==> src/rtl/agc_timing_pkg.sv <==
// Shared types, constants and helpers for the AGC timepulse generator.
package agc_timing_pkg;

  typedef enum logic [1:0] {
    RUN,
    STOPPED,
    STEP
  } tp_state_t;

  localparam int unsigned TP_FIRST   = 1;
  localparam int unsigned TP_LAST    = 12;
  localparam int unsigned MAX_RING_W = 16;

  // Rotate a one-hot value left by one within the low 'width' bits.
  function automatic logic [MAX_RING_W-1:0] onehot_rotl(input logic [MAX_RING_W-1:0] v,
                                                       input int unsigned width);
    logic [MAX_RING_W-1:0] mask;
    mask = '0;
    for (int unsigned i = 0; i < MAX_RING_W; i++) begin
      if (i < width) mask[i] = 1'b1;
    end
    return ((v << 1) | (v >> (width - 1))) & mask;
  endfunction

endpackage

==> src/rtl/agc_ring_counter.sv <==
// One-hot ring counter; clr restarts at bit 0 when enabled, or empties the ring when not.
module agc_ring_counter
  import agc_timing_pkg::*;
#(
  parameter int unsigned WIDTH = 4
) (
  input  logic             clk,
  input  logic             rst,
  input  logic             en,
  input  logic             clr,
  output logic [WIDTH-1:0] q,
  output logic             wrap
);

  localparam logic [WIDTH-1:0] FIRST = WIDTH'(1);

  logic [MAX_RING_W-1:0] q_ext;
  logic [MAX_RING_W-1:0] rot;

  always_comb begin
    q_ext = '0;
    q_ext[WIDTH-1:0] = q;
    rot = onehot_rotl(q_ext, WIDTH);
  end

  always_ff @(posedge clk or negedge rst) begin
    if (!rst) begin
      q <= FIRST;
    end else if (clr) begin
      q <= en ? FIRST : '0;
    end else if (en) begin
      q <= rot[WIDTH-1:0];
    end
  end

  // Advancing out of the top bit on this edge.
  assign wrap = en && !clr && q[WIDTH-1];

endmodule

==> src/rtl/agc_timepulse_gen.sv <==
// AGC memory-cycle timing: one-hot timepulses T01..T12, each split into one-hot phases,
// with stop-at-cycle-end and single-cycle stepping. All outputs are registered.
module agc_timepulse_gen
  import agc_timing_pkg::*;
#(
  parameter int unsigned NUM_TP  = TP_LAST,
  parameter int unsigned NUM_PHS = 4
) (
  input  logic               clk,
  input  logic               rst,
  input  logic               gojam,
  input  logic               stop_req,
  input  logic               step,
  output logic [NUM_TP-1:0]  tp,
  output logic [NUM_PHS-1:0] phs,
  output logic [3:0]         tp_num,
  output logic               mct,
  output logic               stopped
);

  if (NUM_TP < 1 || NUM_TP > 15) begin : g_num_tp_check
    $error("NUM_TP must be in 1..15 to fit the 4-bit tp_num");
  end
  if (NUM_PHS < 2 || NUM_PHS > MAX_RING_W) begin : g_num_phs_check
    $error("NUM_PHS must be in 2..16");
  end

  localparam logic [3:0] TP_NUM_FIRST = 4'(TP_FIRST);
  localparam logic [3:0] TP_NUM_LAST  = 4'(NUM_TP);

  tp_state_t  state_q, state_d;
  logic       restart;
  logic       live;
  logic       phs_wrap;
  logic       tp_wrap;
  logic       tp_en;
  logic [3:0] tp_num_q, tp_num_d;
  logic       mct_q, mct_d;
  logic       stopped_q;

  // Stop requests are only honoured on the registered mct cycle.
  always_comb begin
    state_d = state_q;
    restart = 1'b0;
    if (gojam) begin
      state_d = RUN;
      restart = 1'b1;
    end else begin
      unique case (state_q)
        RUN, STEP: begin
          if (mct_q) begin
            if (stop_req) begin
              state_d = STOPPED;
              restart = 1'b1;
            end else begin
              state_d = RUN;
            end
          end
        end
        STOPPED: begin
          if (!stop_req) begin
            state_d = RUN;
            restart = 1'b1;
          end else if (step) begin
            state_d = STEP;
            restart = 1'b1;
          end
        end
        default: begin
          state_d = RUN;
          restart = 1'b1;
        end
      endcase
    end
  end

  assign live  = (state_d != STOPPED);
  assign tp_en = restart ? live : phs_wrap;

  agc_ring_counter #(
    .WIDTH(NUM_PHS)
  ) u_phs_ring (
    .clk (clk),
    .rst (rst),
    .en  (live),
    .clr (restart),
    .q   (phs),
    .wrap(phs_wrap)
  );

  agc_ring_counter #(
    .WIDTH(NUM_TP)
  ) u_tp_ring (
    .clk (clk),
    .rst (rst),
    .en  (tp_en),
    .clr (restart),
    .q   (tp),
    .wrap(tp_wrap)
  );

  always_comb begin
    tp_num_d = tp_num_q;
    if (restart) begin
      tp_num_d = live ? TP_NUM_FIRST : 4'd0;
    end else if (tp_en) begin
      tp_num_d = tp_wrap ? TP_NUM_FIRST : tp_num_q + 4'd1;
    end
    // Next edge lands on the last phase of the last timepulse.
    mct_d = live && !restart && tp[NUM_TP-1] && phs[NUM_PHS-2];
  end

  always_ff @(posedge clk or negedge rst) begin
    if (!rst) begin
      state_q   <= RUN;
      tp_num_q  <= TP_NUM_FIRST;
      mct_q     <= 1'b0;
      stopped_q <= 1'b0;
    end else begin
      state_q   <= state_d;
      tp_num_q  <= tp_num_d;
      mct_q     <= mct_d;
      stopped_q <= !live;
    end
  end

  assign tp_num  = tp_num_q;
  assign mct     = mct_q;
  assign stopped = stopped_q;

  // Sanity checks on TP_NUM_LAST consistency are implicit: the tp ring wrap drives tp_num.
  logic unused_last;
  assign unused_last = ^TP_NUM_LAST;

endmodule

==> config.mk <==
export PLATFORM = sky130hd
export DESIGN_NAME = agc_timepulse_gen
export DESIGN_NICKNAME = d
export VERILOG_FILES = /design/src/rtl/agc_timing_pkg.sv /design/src/rtl/agc_ring_counter.sv /design/src/rtl/agc_timepulse_gen.sv
export SDC_FILE = /design/constraint.sdc
export NUM_CORES = 1
export LEC_CHECK = 0
export ABC_AREA = 1
export CAP_MARGIN = 30
export CORE_MARGIN = 3
export CORE_UTILIZATION = 43
export CTS_BUF_LIST = sky130_fd_sc_hd__clkbuf_8 sky130_fd_sc_hd__clkbuf_16
export DETAILED_ROUTE_END_ITERATION = 10
export GPL_ROUTABILITY_DRIVEN = 0
export PLACE_DENSITY = 0.71
export SETUP_SLACK_MARGIN = 0.5
export SYNTH_ARGS = -nofsm -noshare
export SYNTH_HDL_FRONTEND = slang
export SYNTH_SLANG_ARGS = --single-unit
==> constraint.sdc <==
create_clock -name clk -period 1.2 [get_ports clk]
set_input_delay 0.12 -clock clk [delete_from_list [all_inputs] [get_ports clk]]
set_output_delay 0.12 -clock clk [all_outputs]
set_load 0.01 [all_outputs]
==> reports/results.txt <==
CTS tree -> built
Status -> finished, violations left
Synthesized Nets -> 121
Main combinational cell family by area after synthesis -> simple AND/OR/NAND/NOR gates
Tcrit/Tclk final -> 1.10
PD cells -> 904 nW/um2
Switching power -> 359 uW
Area of the mapped netlist -> 1120 um2
Slowest cell on the critical path -> dfrtp_1
Clk_lat worst skew -> 0.27 ns
Failing checks -> setup timing
Port Buf Inserts -> 26
Peak VDD IR -> 0.00103 V
Clock buffer count from CTS -> 3
Post-detailed-placement cell area -> 1530 um2
Flop-to-flop setup slack -> -0.12 ns
Design area -> 1740 um2
Die width -> 57.1 um
Vias post-DR -> 1048
Max Slew Vio Count -> 0
Post-synthesis simple-gate area fraction -> 0.318
Area share of the largest cell type after synthesis -> 0.468
Top cell type by total area after synthesis -> dfrtp_1
Crit-path max FO -> 8
FF-to-FF End -> tp_num[0]$_DFFE_PN1P_
Initial detailed-routing violation count -> 28
Clock Sink Count -> 24
# IOs -> 27
Register Area -> 604 um2
Row Count -> 17
Critical Path RT -> 1.41 ns
Fillcell total -> 158
FMAX -> 0.755 GHz
Multi-input logic area -> 512 um2
Largest net degree at the start of global routing -> 25
Die Area -> 3260 um2
HP Class -> in2async
Die height -> 57.1 um
Drt drc -> 0
Crit path buffers/inverters -> 3
Global-route wire length before repair -> 4570 um
Placed Instances -> 178
Number of global-route vias before repair -> 1013
Antenna viol nets, final -> 0
Most used cell along the critical path -> nand3_1
Synth Area in XOR/XNOR -> 0.0156
Min Tclk post-route -> 1.32 ns
Cell Chain, Critical Path -> inv_4 -> nor2_4 -> nand2_4 -> a21oi_4 -> buf_6 -> buf_12 -> nand3_1 -> nand3_1
Wire length per cell -> 14.5 um
Sequential area share after synthesis -> 0.538
Setup TNS -> -1.55 ns
Vias/cell -> 5.19
Crit-path leading delay family -> flip-flops
Worst setup margin -> -0.124 ns
Nets@finish -> 181
Detailed placement HPWL -> 1720 um
Share of cells above drive strength 1 -> 0.471
Clock Power Share -> 0.347
Grt total ovfl -> 0
GR Util All Layers -> 0.173
Power Total -> 1570 uW
ANT cells -> 0
Initial antenna violation count -> 0
Part of the power in registers -> 0.531
Adder-cell share of the synthesized area -> 0.0111
WP data arrival -> 1.53 ns
Reg2reg path depth -> 8
Post-synth cell types -> 23
Final hold vios -> 0
Comb pwr share -> 0.122
Core area -> 2340 um2
Post-synthesis mux area share -> 0
Pre-Repair DR Iteration Count -> 4
Crit Path Category -> reg2reg
Actual slew at the worst max-slew pin -> 0.275 ns
Setup crit end kind -> register
Synth area leaders -> dfrtp_1, nand2_1, nand3_1
Int Pwr -> 1220 uW
Area Growth Syn to Fin -> 55.1%
Fin cells -> 202
RSZ-0062 raised after global routing -> true
Synth Instances -> 115
Syn Area/Cell -> 9.77 um2
Initial Util -> 0.480
Post-synthesis register bit count -> 24
H-tree levels -> 1
Reg2reg start -> state_q[0]$_DFF_PN0_
Critical Path Start Type -> register
Leading cell type in the layout, fill and taps excluded -> nand2_1
Commonest cells after routing, fill and taps aside -> nand2_1, dfrtp_1, buf_4
Relative slew slack -> 0.817
Lkg Pwr -> 0.000986 uW
Root Buffer -> clkbuf_8
Compound-Gate Fraction of Synth Area -> 0.0468
Routed wire length -> 2920 um
Sw Ratio -> 0.228
Worst-path clk slew -> 0.08 ns
Clock skew -> 0.00142 ns
# setup viols final -> 20
Synth warnings -> 0
Crit-path max cell delay -> 0.40 ns
CTS max path bufs -> 2
Max Cap Viol -> 0
[routing by layer]
metal	global-route usage	up-vias	part of all wire
li1	-	498	-
met1	0.224	525	0.40
met2	0.303	21	0.55
met3	0.0158	4	0.038
met4	0.0563	0	0.014
met5	0	-	0
[power by group through the flow]
| stage | Clock (uW) | Combinational, uW | Sequential (uW) |
|---|---|---|---|
| 4_1_cts | 555 | 182 | 836 |
| 6_report | 547 | 192 | 836 |
| 5_1_grt | 603 | 209 | 839 |
| 3_5_place_dp | 0 | 163 | 852 |
| 3_3_place_gp | 0 | 160 | 851 |
| 2_1_floorplan | 0 | 54.1 | 861 |
[registers in the layout, summed over array words and instances, names as in the netlist]
signal	cells
mct	1
u_tp_ring.q	12
stopped	1
tp_num	4
state_q	2
u_phs_ring.q	4
[synth_stat cells (all sizes together)]
library cell and instances:
inv 12, nor3 1, o211ai 1, a21oi 3, nor2 4, xor2 1
dfstp 3, xnor2 1, o22ai 3, nand4 2, nand2 34, ha 1
nand3 25, dfrtp 21, buf 3
[cells by family after synthesis]
family,Yosys count
xor gates and xnor gates,2
buffers and inverters,15
AOI/OAI and AO/OA,7
adders and majority gates,1
DFF,24
and+or+nand+nor,66
[metrics by stage]
step	hold slack [ns]	util	setup WS [ns]
after CTS	0.212	0.708	-0.0687
after global routing	0.199	0.745	-0.218
after global placement	0.481	0.655	-0.270
final	0.201	0.745	-0.124
after detailed placement	0.486	0.655	-0.320
after floorplan	-0.176	-	-0.0146
[worst register-to-register path, cell delays in order, from the launching register on]
cell and delay [ns]:
dfrtp_1 0.40, inv_4 0.08, nor2_4 0.12, nand2_4 0.10
a21oi_4 0.17, buf_6 0.12, buf_12 0.11, nand3_1 0.09
nand3_1 0.09
[layout make-up]
class,count,area share
multi-input combinational,77,0.294
sequential,24,0.347
inverter,12,0.0273
timing repair buffer,57,0.281
clock buffer,4,0.0316
tap,28,0.0201
[worst max path at each step]
| stage | startpoint | cells past startpoint | end | slack, ns |
|---|---|---|---|---|
| floorplan | state_q[0]$_DFF_PN0_ | 9 | tp_num[2]$_DFFE_PN0P_ | -0.01 |
| global placement | stop_req | 8 | tp_num[2]$_DFFE_PN0P_ | -0.27 |
| detailed placement | stop_req | 9 | tp_num[0]$_DFFE_PN1P_ | -0.32 |
| CTS | state_q[0]$_DFF_PN0_ | 8 | tp_num[1]$_DFFE_PN0P_ | -0.07 |
| global route | state_q[0]$_DFF_PN0_ | 8 | tp_num[1]$_DFFE_PN0P_ | -0.22 |
| finish | state_q[0]$_DFF_PN0_ | 8 | tp_num[0]$_DFFE_PN1P_ | -0.12 |
[what timing repair did]
item / CTS / global route
cloned: 1 / 1
pin swaps: 0 / 16
endpoints found under the hold margin: 0 / 0
endpoints found under the setup margin: 46 / 46
resized for setup: 99 / 10
buffers inserted: 14 / 4
hold buffers: 0 / 0
No activity file was read; power rests on OpenSTA's default activity.
